File: src/rtl/fifo_wr_arbiter.sv
// Round-robin arbiter sharing one sync_fifo write port between NREQ producers.
// Grants one requester at a time for up to MAX_BURST words and stalls on fifo_full.
module fifo_wr_arbiter #(
    parameter int NREQ      = 4,
    parameter int DW        = 8,
    parameter int MAX_BURST = 4
) (
    input  logic                      clk,
    input  logic                      reset,
    input  logic [NREQ-1:0]           req,
    input  logic [NREQ*DW-1:0]        wdata,
    output logic [NREQ-1:0]           gnt,
    output logic [NREQ-1:0]           ack,
    output logic                      fifo_w_enable,
    output logic [DW-1:0]             fifo_w_data,
    input  logic                      fifo_full,
    output logic [$clog2(NREQ)-1:0]   owner,
    output logic                      busy
);
    localparam int OW = $clog2(NREQ);
    localparam int CW = (MAX_BURST > 1) ? $clog2(MAX_BURST) : 1;
    localparam logic [CW-1:0] CNT_MAX = CW'(MAX_BURST - 1);

    localparam logic [0:0] IDLE  = 1'b0;
    localparam logic [0:0] GRANT = 1'b1;

    logic [0:0]    state;
    logic [OW-1:0] last;
    logic [OW-1:0] base;
    logic [OW-1:0] win;
    logic          found;
    logic [CW-1:0] cnt;
    logic          xfer;
    logic          rel;

    // Writes are held off while reset is asserted so an aborted burst leaves no stray word.
    always_comb begin
        xfer          = reset && (state == GRANT) && gnt[owner] && req[owner] && !fifo_full;
        fifo_w_enable = xfer;
        fifo_w_data   = wdata[int'(owner)*DW +: DW];
        ack           = '0;
        ack[owner]    = xfer;
        rel           = (state == GRANT) && ((xfer && (cnt == CNT_MAX)) || !req[owner]);
    end

    // On release the current owner becomes "last", so it is checked last in the search.
    always_comb begin
        base  = (state == GRANT) ? owner : last;
        found = 1'b0;
        win   = base;
        for (int i = 1; i <= NREQ; i++) begin
            if (!found && req[(int'(base) + i) % NREQ]) begin
                found = 1'b1;
                win   = OW'((int'(base) + i) % NREQ);
            end
        end
    end

    always_ff @(posedge clk) begin
        if (!reset) begin
            state <= IDLE;
            gnt   <= '0;
            owner <= '0;
            last  <= OW'(NREQ - 1);
            cnt   <= '0;
        end else begin
            case (state)
                IDLE: begin
                    if (found) begin
                        gnt   <= NREQ'(1) << win;
                        owner <= win;
                        cnt   <= '0;
                        state <= GRANT;
                    end
                end
                GRANT: begin
                    if (rel) begin
                        last <= owner;
                        if (found) begin
                            gnt   <= NREQ'(1) << win;
                            owner <= win;
                            cnt   <= '0;
                        end else begin
                            gnt   <= '0;
                            state <= IDLE;
                        end
                    end else if (xfer) begin
                        cnt <= cnt + 1'b1;
                    end
                end
                default: state <= IDLE;
            endcase
        end
    end

    assign busy = (state == GRANT);

endmodule

File: config.mk
export PLATFORM = sky130hd
export DESIGN_NAME = fifo_wr_arbiter
export DESIGN_NICKNAME = d
export VERILOG_FILES = /design/src/rtl/fifo_wr_arbiter.sv
export SDC_FILE = /design/constraint.sdc
export NUM_CORES = 1
export LEC_CHECK = 0
export BUFFER_PORTS_ARGS = -buffer_cell sky130_fd_sc_hd__clkbuf_2
export CORE_MARGIN = 3
export CORE_UTILIZATION = 37
export CTS_CLUSTER_DIAMETER = 40
export DETAILED_ROUTE_END_ITERATION = 7
export PLACE_DENSITY = 0.75
export REMOVE_ABC_BUFFERS = 1
export SLEW_MARGIN = 30
export SYNTH_ARGS = -nofsm -noshare
export SYNTH_HDL_FRONTEND = slang
export SYNTH_SLANG_ARGS = --single-unit
File: constraint.sdc
create_clock -name clk -period 1.9 [get_ports clk]
set_input_delay 0.38 -clock clk [delete_from_list [all_inputs] [get_ports clk]]
set_output_delay 0.38 -clock clk [all_outputs]
set_load 0.05 [all_outputs]
After elaboration in Yosys (flattened, before gate mapping) --
Cells that the tools add are included.
Storage, ports and cells: bits in registers 11, bits of input ports 39, output and inout bits 20, logic and storage cells 91
Operators by class: add/sub/neg operators 5, order comparisons 6, eq/ne operators 4, shift operators 2, mux-type cells 41, bitwise logic cells 6, reduce and logical (&&, ||, !) cells 22
Operator list (number):
- 32-bit by 6-bit indexed part select with 8-bit output | 1
- 2-bit 2-to-1 mux | 10
- 1-bit 2-to-1 mux | 17
- 3-bit by 4-bit < comparator with 1-bit output (second input constant) | 4
- 1-bit binary-select mux with 2-bit select | 6
- 4-bit 2-to-1 mux | 3
- 1-bit logical AND | 10
- 2-bit case mux with 2 select lines | 2
- 4-bit case mux with 2 select lines | 1
- 2-bit OR reduction | 4
- 2-bit by 1-bit adder with 2-bit output (second input constant) | 3
- 1-bit zero test | 5
- 2-bit adder (second input constant) | 2
- 1-bit AND (first input constant) | 4
- 4-bit AND | 1
- 2-bit AND reduction | 2
- 1-bit by 2-bit << shifter with 4-bit output (first input constant) | 1
- 2-bit by 3-bit < comparator with 1-bit output (second input constant) | 1
- 3-bit by 2-bit inequality test with 1-bit output (second input constant) | 1
- 1-bit demux with 2-bit select | 1
- 2-bit equality test (second input constant) | 1
- 2-bit by 1-bit >= comparator with 1-bit output (second input constant) | 1
- 2-bit by 1-bit inequality test with 1-bit output (second input constant) | 1
- 2-bit inequality test (second input constant) | 1
- 3 further kinds | 3

Depth between registers and ports, before layout --
Gate-level depths: netlist (run 1).
word-level depth 21, mapped depth 8, depth with buffers taken out 6

Least setup slack after synthesis (run 1) --
No wires, ideal clock.
path type register to output, from register owner[0], to output ack[2], arrival 2.686 ns, required time 1.520 ns, setup slack -1.166 ns, cell stages (with the launch flop) 7, buffers on the path 2, cells stage by stage dfxtp_1 buf_2 nand3b_1 a2bb2oi_1 or2_1 buf_2 nor3b_1
Between the ends: cells in the longest elaborated chain, start to end 6, elaborated cells between the ends (all ways) 13, those cells by class order compare: 2; mux: 6; bitwise: 1; reduce/logical: 4
RTL lines:
- from (decl) | line 17 | output logic [$clog2(NREQ)-1:0] owner,
- from (signal assigned) | line 71 | owner <= win;
- from (signal assigned) | line 81 | owner <= win;
- branches (longest 5 deep; another with 2-bit by 3-bit < comparator with 1-bit output)
- 4-bit AND (no source line) (*)
- to (decl) | line 13 | output logic [NREQ-1:0] ack,
Mark *: on every way between the ends. The select of a mux whose other input is x is not followed.

Worst setup path after layout (run 1) --
from register owner[1], to output ack[3]
Same word-level chain as after synthesis.

==> results of run 1 <==
-- cell type report --
cell class	count	area share [%]
sequential	11	13.54
tap	28	2.083
clock buffer	3	1.339
clock inverter	1	0.2976
inverter	3	0.8185
multi-input combinational	67	40.85
timing repair buffer	85	41.07
-- repair_timing --
item	4_1_cts	5_1_grt
cloned	1	0
setup buffers	7	0
gates resized for setup	47	20
pin swaps	7	5
endpoints found under the setup margin	15	23
-- sequential cells by signal, indices dropped and copies added, names as in the netlist --
register  flops
last          2
cnt           2
owner         2
gnt           4
busy          1
-- placed cells by master, fill, tap and decap left out, drive strengths merged, types with 2 or more instances in the layout --
master / synthesis / final
nor2: 4 / 4
mux2: 2 / 2
mux4: 9 / 9
o2111ai: 2 / 2
nor3b: 2 / 2
a21oi: 3 / 3
o21ai: 2 / 2
o22ai: 4 / 4
nor3: 2 / 2
nand2: 12 / 12
inv: 3 / 3
clkbuf: 2 / 50
nand3b: 2 / 2
buf: 5 / 38
dfxtp: 11 / 11
or2: 3 / 3
mux2i: 9 / 9
-- cell families after synthesis --
group	Yosys count
compound gates	17
mux	20
simple gates	29
flops	11
buf+inv	10
fa+ha+maj	1
-- worst max-delay path by stage --
stage                     slack, ns     end                  start
after floorplan               -1.57  ack[2]  owner[0]$_SDFFE_PN0P_
after global placement        -0.13  ack[3]                 req[3]
after detailed placement      -0.18  ack[0]                 req[2]
after CTS                     -0.25  ack[0]  owner[1]$_SDFFE_PN0P_
after global routing          -0.34  ack[3]  owner[1]$_SDFFE_PN0P_
final                         -0.28  ack[3]  owner[1]$_SDFFE_PN0P_
-- power groups by stage --
stage               sequential, W  clock (W)  combinational (W)
finish                   0.000286   0.000166           0.000772
global route             0.000290   0.000188           0.000806
CTS                      0.000285   0.000172           0.000712
floorplan                0.000374          0           0.000316
global placement         0.000283          0           0.000575
detailed placement       0.000285          0           0.000586
-- Yosys cell counts, drive strengths merged --
library cell,instances
mux2i,9
clkbuf,2
a21o,1
nor4bb,1
nor2,4
or2,3
o22ai,4
mux4,9
o2bb2ai,1
a2bb2oi,1
nand2,12
nand3b,2
nand4b,1
o2111ai,2
buf,5
inv,3
nor3,2
ha,1
o22a,1
nand2b,1
o21ai,2
mux2,2
nor3b,2
a221o,1
o31ai,1
and3,1
dfxtp,11
a21oi,3
-- per-layer routing --
layer | track usage, % | vias to the layer above | share of wire (%)
li1 | - | 508 | -
met1 | 23.98 | 498 | 40
met2 | 42.74 | 53 | 53
met3 | 6.542 | 0 | 7.1
met4 | 2.083 | 0 | 0
met5 | 0 | - | 0
-- per-stage QoR --
stage | cell area, um^2 | hold slack, ns | worst slack [ns]
after floorplan | 853.3 | 0.4419 | -1.569
after global placement | 1321 | 0.4639 | -0.1275
after detailed placement | 1321 | 0.4748 | -0.1767
after CTS | 1625 | 0.4512 | -0.2542
after global routing | 1682 | 0.4627 | -0.3412
final | 1682 | 0.4609 | -0.2843
-- critical path, cell delays in order (launching register included) --
cell       delay [ns]
dfxtp_4          0.37
mux4_2           0.54
nand2_2          0.09
or2_4            0.16
inv_4            0.05
and3_4           0.15
clkbuf_16        0.16
==> impl_results.rst, run 1 <==
.. list-table::
   :header-rows: 1

   * - Metric
     - Value
   * - Share of synthesized cell area in and, or, nand and nor gates
     - between 15 and 20%
   * - Sequential share of power
     - about a quarter
   * - Total standard cell area after synthesis
     - roughly 900 um^2
   * - Post-CTS Hold Buffers
     - 0
   * - FF+latch area
     - around 230 um^2
   * - Max-capacitance violation count
     - 0
   * - Start-to-end type of the worst setup path
     - reg -> out
   * - Maximum VDD drop
     - around 0.7 mV
   * - Maximum fanout along the worst path
     - 4
   * - Number of iterations in the first detailed-routing pass
     - 5
   * - Clock edge transition at the registers on the reported setup and hold paths
     - roughly 0.08 ns
   * - Psw
     - 0.0005229 W
   * - Post-synth top area cell
     - dfxtp_1
   * - Achievable Freq
     - between 400 and 500 MHz
   * - Share of post-route cells with drive strength above 1
     - between 60 and 70%
   * - Total area of multi-input combinational cells
     - roughly 690 um^2
   * - Run status
     - finished, violations left
   * - Fillers
     - approximately 150
   * - Share of cell area taken by muxes after synthesis
     - 36.49%
   * - Design internal power
     - roughly 0.00070 W
   * - Count of unresolved DRC violations after routing
     - 0
   * - Number of nets in the final layout
     - 211
   * - Fin Clk Skew
     - roughly 0.00087 ns
   * - Root buffer cell
     - clkbuf_4
   * - Worst hold-check path type
     - in -> reg
   * - Global Route Usage Sum
     - approximately 22%
   * - Number of antenna violations at the first check in global routing
     - 0
   * - Leakage Power
     - 0.7825 nW
   * - End point of the worst hold path
     - last[1]$_SDFFE_PN1P_
   * - Distinct cell type count of the synthesized netlist
     - 34
   * - CTS tree
     - done
   * - Detail-routed via count per cell
     - between 5 and 6
   * - Sum Neg Setup Slack
     - -1.424 ns
   * - Xor/xnor share of the synthesized area
     - 0%
   * - Flop2flop setup slack
     - ~0.060 ns
   * - Crit Reg-Reg Startpoint
     - owner[0]$_SDFFE_PN0P_
   * - Horizontal extent of the die
     - 55.28 um
   * - Relative max-transition margin
     - approximately four fifths
   * - Min-delay src
     - reset
   * - Post-synthesis sequential element count
     - 11
   * - GP Congestion
     - a little over 0.8
   * - Area share of the largest cell type after synthesis
     - roughly 25%
   * - Post-synthesis share of cell area spent on full adders, half adders and majority gates
     - 1.393%
   * - Area growth from synthesis to layout
     - 87.19%
   * - Placed Cells
     - 186
   * - Portion of the clock cycle consumed by the worst path in the final layout
     - 115.0%
   * - Comb power frac
     - roughly 63%
   * - Power share of the clock group
     - a little over an eighth
   * - Total power after layout
     - approximately 0.0012 W
   * - Number of design-rule violations left by the first detailed-router iteration
     - 39
   * - Total count of max-transition violations in the final report
     - 0
   * - Routed vias
     - between 1000 and 1500
   * - Wire length of the first global-routing pass
     - between 5 and 6 mm
   * - Slew of the pin with the lowest slew margin
     - 0.2787 ns
   * - Final number of hold-violating endpoints
     - 0
   * - Violated checks
     - setup timing
   * - Number of cells on the worst reg-to-reg path
     - 8
   * - RSZ-0062 raised after global routing
     - yes
   * - Final routed wirelength across all metal layers
     - about 3.6 mm
   * - Switching power share of the total
     - between 40% and 50%
   * - Power per Cell Area
     - about 730 mW/mm^2
   * - Remaining antenna violation count after routing
     - 0
   * - Worst endpoint data arrival time
     - 1.80 ns
   * - Total number of placement rows
     - 17
   * - Vias in the first global route
     - about 1100
   * - Post-synthesis compound-gate area fraction
     - ~14%
   * - DP Wirelength
     - approximately 2.3 mm
   * - Die area
     - 0.003055 mm^2
   * - Fin crit period
     - roughly 2.2 ns
   * - Clock buffer depth
     - 2
   * - Terminus of the critical flop-to-flop path
     - gnt[2]$_SDFFE_PN0P_
   * - Critical Path Source Type
     - flip-flop
   * - Remaining Overflow, GRT
     - 0
   * - Antenna Cells
     - 0
   * - Clock latency reported for the late side of the worst-skew pair
     - around 0.27 ns
   * - # IOs
     - 59
   * - Number of sinks driven by the clock tree
     - 11
   * - Final routed wire length divided by cell count
     - 18.10 um
   * - Area of the core region
     - 0.002255 mm^2
   * - Starting density of the core
     - between 30% and 40%
   * - Post-route setup slack
     - -0.2843 ns
   * - Post-route insts no fill
     - between 150 and 200
   * - Finish-stage setup viols
     - 9
   * - IO Port Bufs
     - 58
   * - Largest net degree at the start of global routing
     - 17
   * - Kind of capture point of the worst setup path
     - output port
   * - Die boundary height
     - approximately 55 um
   * - Dominant cells by area after synthesis
     - dfxtp_1 25%, mux4_2 23%, mux2i_1 8.9%, nand2_1 4.6%, buf_6 2.5%
   * - Mean instance size in the synthesized netlist
     - about 10 um^2
   * - CTS H-tree lvls
     - 1
   * - Post-layout utilization of the core
     - 74.58%
   * - Sequential element share of the synthesized area
     - around a quarter
   * - Combinational family with the most area after synthesis
     - multiplexers
   * - Synthesis Warnings
     - 0
   * - Mapped Cells
     - between 80 and 90
   * - Critical Path RT
     - ~1.5 ns
   * - Total clock buffers created by CTS
     - 3
   * - Worst hold path cell count
     - 3
No activity file was read; power rests on OpenSTA's default activity.
==> inputs of run 2 (changes only) <==
--- a/config.mk
+++ b/config.mk
@@ -6,7 +6,7 @@
 export NUM_CORES = 1
 export LEC_CHECK = 0
 export BUFFER_PORTS_ARGS = -buffer_cell sky130_fd_sc_hd__clkbuf_2
-export CORE_MARGIN = 3
+export CORE_MARGIN = 2
 export CORE_UTILIZATION = 37
 export CTS_CLUSTER_DIAMETER = 40
 export DETAILED_ROUTE_END_ITERATION = 7
==> run 2 against run 1 <==
  * The flow still finishes with violations (setup timing)
  * Routed wire length fell by 8.0%
  * Final area shrank 1.7%
  * Final cell count decreased by 1.0%
  * Utilization is 1.3 points lower
  * Clock power is essentially flat
  * Power is 1.6% lower
  * Setup slack better by 0.021 ns
  * Sequential power about the same
  * Global-route usage grew 0.19 points
==> impl_results.rst, run 2 (synthesis results as in run 1) <==
.. list-table::
   :header-rows: 1

   * - Metric
     - Value
   * - Final routed wire length divided by cell count
     - 16.82 um (was 18.10 um)
   * - Fin crit period
     - 2.163 ns (was 2.184 ns)
   * - Final routed wirelength across all metal layers
     - 3.296 mm (was 3.584 mm)
   * - Flop2flop setup slack
     - 0.05 ns (was 0.06 ns)
   * - Slew of the pin with the lowest slew margin
     - 0.3685 ns (was 0.2787 ns)
   * - CTS H-tree lvls
     - 1 (unchanged)
   * - Share of post-route cells with drive strength above 1
     - 69.64% (was 68.82%)
   * - Power per Cell Area
     - 728.7 mW/mm^2 (was 727.9 mW/mm^2)
   * - Max-capacitance violation count
     - 0 (unchanged)
   * - Total clock buffers created by CTS
     - 3 (unchanged)
   * - Number of sinks driven by the clock tree
     - 11 (unchanged)
   * - Most flop-heavy register
     - gnt (unchanged)
   * - Post-route setup slack
     - -0.2629 ns (was -0.2843 ns)
   * - Fillers
     - 167 (was 146)
   * - Largest net degree at the start of global routing
     - 16 (was 17)
   * - Critical Path Source Type
     - flip-flop (unchanged)
   * - Top library cells by usage in the layout, fill and taps aside
     - 45 x clkbuf_2, 19 x buf_4, 11 x buf_8, 10 x nand2_1 (was 45 x clkbuf_2, 21 x buf_4, 11 x nand2_1, 11 x buf_8)
   * - Fin Clk Skew
     - 0.01399 ns (was 0.0008723 ns)
   * - Antenna Cells
     - 0 (unchanged)
   * - Root buffer cell
     - clkbuf_4 (unchanged)
   * - Number of design-rule violations left by the first detailed-router iteration
     - 16 (was 39)
   * - Sum Neg Setup Slack
     - -1.453 ns (was -1.424 ns)
   * - Finish-stage setup viols
     - 9 (unchanged)
   * - Maximum VDD drop
     - 0.6258 mV (was 0.7146 mV)
   * - Relative max-transition margin
     - 75.18% (was 81.50%)
   * - GP Congestion
     - 0.7800 (was 0.8074)
   * - Post-layout utilization of the core
     - 73.31% (was 74.58%)
   * - Commonest non-fill, non-tap cell in the layout
     - clkbuf_2 (unchanged)
   * - Number of iterations in the first detailed-routing pass
     - 4 (was 5)
   * - DP Wirelength
     - 2.256 mm (was 2.325 mm)
   * - Number of antenna violations at the first check in global routing
     - 0 (unchanged)
   * - Detail-routed via count per cell
     - 5.464 (was 5.348)
   * - CTS tree
     - done (unchanged)
   * - Final number of hold-violating endpoints
     - 0 (unchanged)
   * - Total power after layout
     - 0.001205 W (was 0.001224 W)
   * - Critical Path RT
     - 1.52 ns (about the same)
   * - Clock latency reported for the late side of the worst-skew pair
     - 0.28 ns (was 0.27 ns)
   * - Die area
     - 0.002838 mm^2 (was 0.003055 mm^2)
   * - Vias in the first global route
     - 1060 (was 1108)
   * - Start-to-end type of the worst setup path
     - reg -> out (unchanged)
   * - Area growth from synthesis to layout
     - 83.98% (was 87.19%)
   * - Total count of max-transition violations in the final report
     - 0 (unchanged)
   * - Remaining antenna violation count after routing
     - 0 (unchanged)
   * - Portion of the clock cycle consumed by the worst path in the final layout
     - 113.8% (was 115.0%)
   * - RSZ-0062 raised after global routing
     - yes (unchanged)
   * - Remaining Overflow, GRT
     - 0 (unchanged)
   * - Max FFs per register
     - 4 (unchanged)
   * - Run status
     - finished, violations left (unchanged)
   * - Horizontal extent of the die
     - 53.28 um (was 55.28 um)
   * - Starting density of the core
     - 39.84% (unchanged)
   * - Post-Route Hold Slack
     - 0.4445 ns (was 0.4609 ns)
   * - Achievable Freq
     - 462.3 MHz (was 457.8 MHz)
   * - Clock edge transition at the registers on the reported setup and hold paths
     - 0.08 ns (about the same)
   * - Area of the core region
     - 0.002255 mm^2 (unchanged)
   * - Leakage Power
     - 0.7614 nW (was 0.7825 nW)
   * - Wire length of the first global-routing pass
     - 4.540 mm (was 5.340 mm)
   * - Total number of placement rows
     - 17 (unchanged)
   * - Clock buffer depth
     - 2 (unchanged)
   * - Die boundary height
     - 53.28 um (was 55.28 um)
   * - Worst hold-check path type
     - in -> reg (unchanged)
   * - Count of unresolved DRC violations after routing
     - 0 (unchanged)
   * - Maximum fanout along the worst path
     - 4 (unchanged)
   * - Routed vias
     - 1071 (was 1059)
   * - Global Route Usage Sum
     - 22.22% (was 22.02%)
   * - # IOs
     - 59 (unchanged)
   * - Kind of capture point of the worst setup path
     - output port (unchanged)
   * - Post-route insts no fill
     - 196 (was 198)
   * - IO Port Bufs
     - 58 (unchanged)
   * - Violated checks
     - setup timing (unchanged)
   * - Number of nets in the final layout
     - 209 (was 211)
   * - Placed Cells
     - 185 (was 186)
   * - Worst endpoint data arrival time
     - 1.78 ns (was 1.80 ns)
run 2: cell types whose count changed in the layout (fill, tap and decap cells not counted), sizes merged:
cell    delta
buf        -2
clkbuf     +1
clkinv     -1
run 2: power breakdown:
group | switching, W | leakage [nW] | total, W | internal, W
sequential | 0.0000299 | 0.0917 | 0.000287 | 0.000257
combinational | 0.000391 | 0.655 | 0.000749 | 0.000358
clock | 0.0000865 | 0.0150 | 0.000168 | 0.0000815
total | 0.000508 | 0.761 | 0.00120 | 0.000697
run 2: final timing paths:
check,end,cells after the start,from
setup / recovery,ack[3],6,owner[1]$_SDFFE_PN0P_
hold / removal,last[1]$_SDFFE_PN1P_,3,reset
setup reg to reg,gnt[3]$_SDFFE_PN0P_,7,owner[0]$_SDFFE_PN0P_
hold reg to reg,cnt[1]$_SDFFE_PN0P_,2,cnt[1]$_SDFFE_PN0P_
run 2: layout make-up:
cell class / count / area, um^2 / area share (%)
inverter: 3 / 13.76 / 0.8327
multi-input combinational: 67 / 693.2 / 41.94
sequential: 11 / 227.7 / 13.78
tap: 28 / 35.03 / 2.120
clock buffer: 4 / 26.28 / 1.590
timing repair buffer: 83 / 656.9 / 39.74
run 2: layer usage:
metal | vias to the layer above | wire length, um | track usage [%]
met4 | 0 | 37 | 6.410
met1 | 500 | 1188 | 20.80
met3 | 5 | 311 | 3.672
met2 | 63 | 1759 | 46.91
met5 | - | 0 | 0
li1 | 503 | - | -
run 2: repair_timing:
| item | CTS | global route |
|---|---|---|
| pin swaps | 4 | 4 |
| resized for setup | 41 | 23 |
| hold buffers | 0 | 0 |
| cloned | 0 | 1 |
| buffers inserted | 2 | 6 |
| setup endpoints to repair | 13 | 16 |
run 2: stage by stage:
| stage | setup WS (ns) | area (um^2) |
|---|---|---|
| CTS | -0.2701 | 1536 |
| floorplan | -1.569 | 853.3 |
| detailed placement | -0.1826 | 1329 |
| global route | -0.2906 | 1653 |
| finish | -0.2629 | 1653 |
| global placement | -0.1566 | 1329 |
run 2: worst max-delay path: stages, from the launching register on:
cell     delay (ns)
dfxtp_4        0.38
mux4_2         0.52
nand2_2        0.09
or2_4          0.16
inv_4          0.05
and3_4         0.15
buf_8          0.15
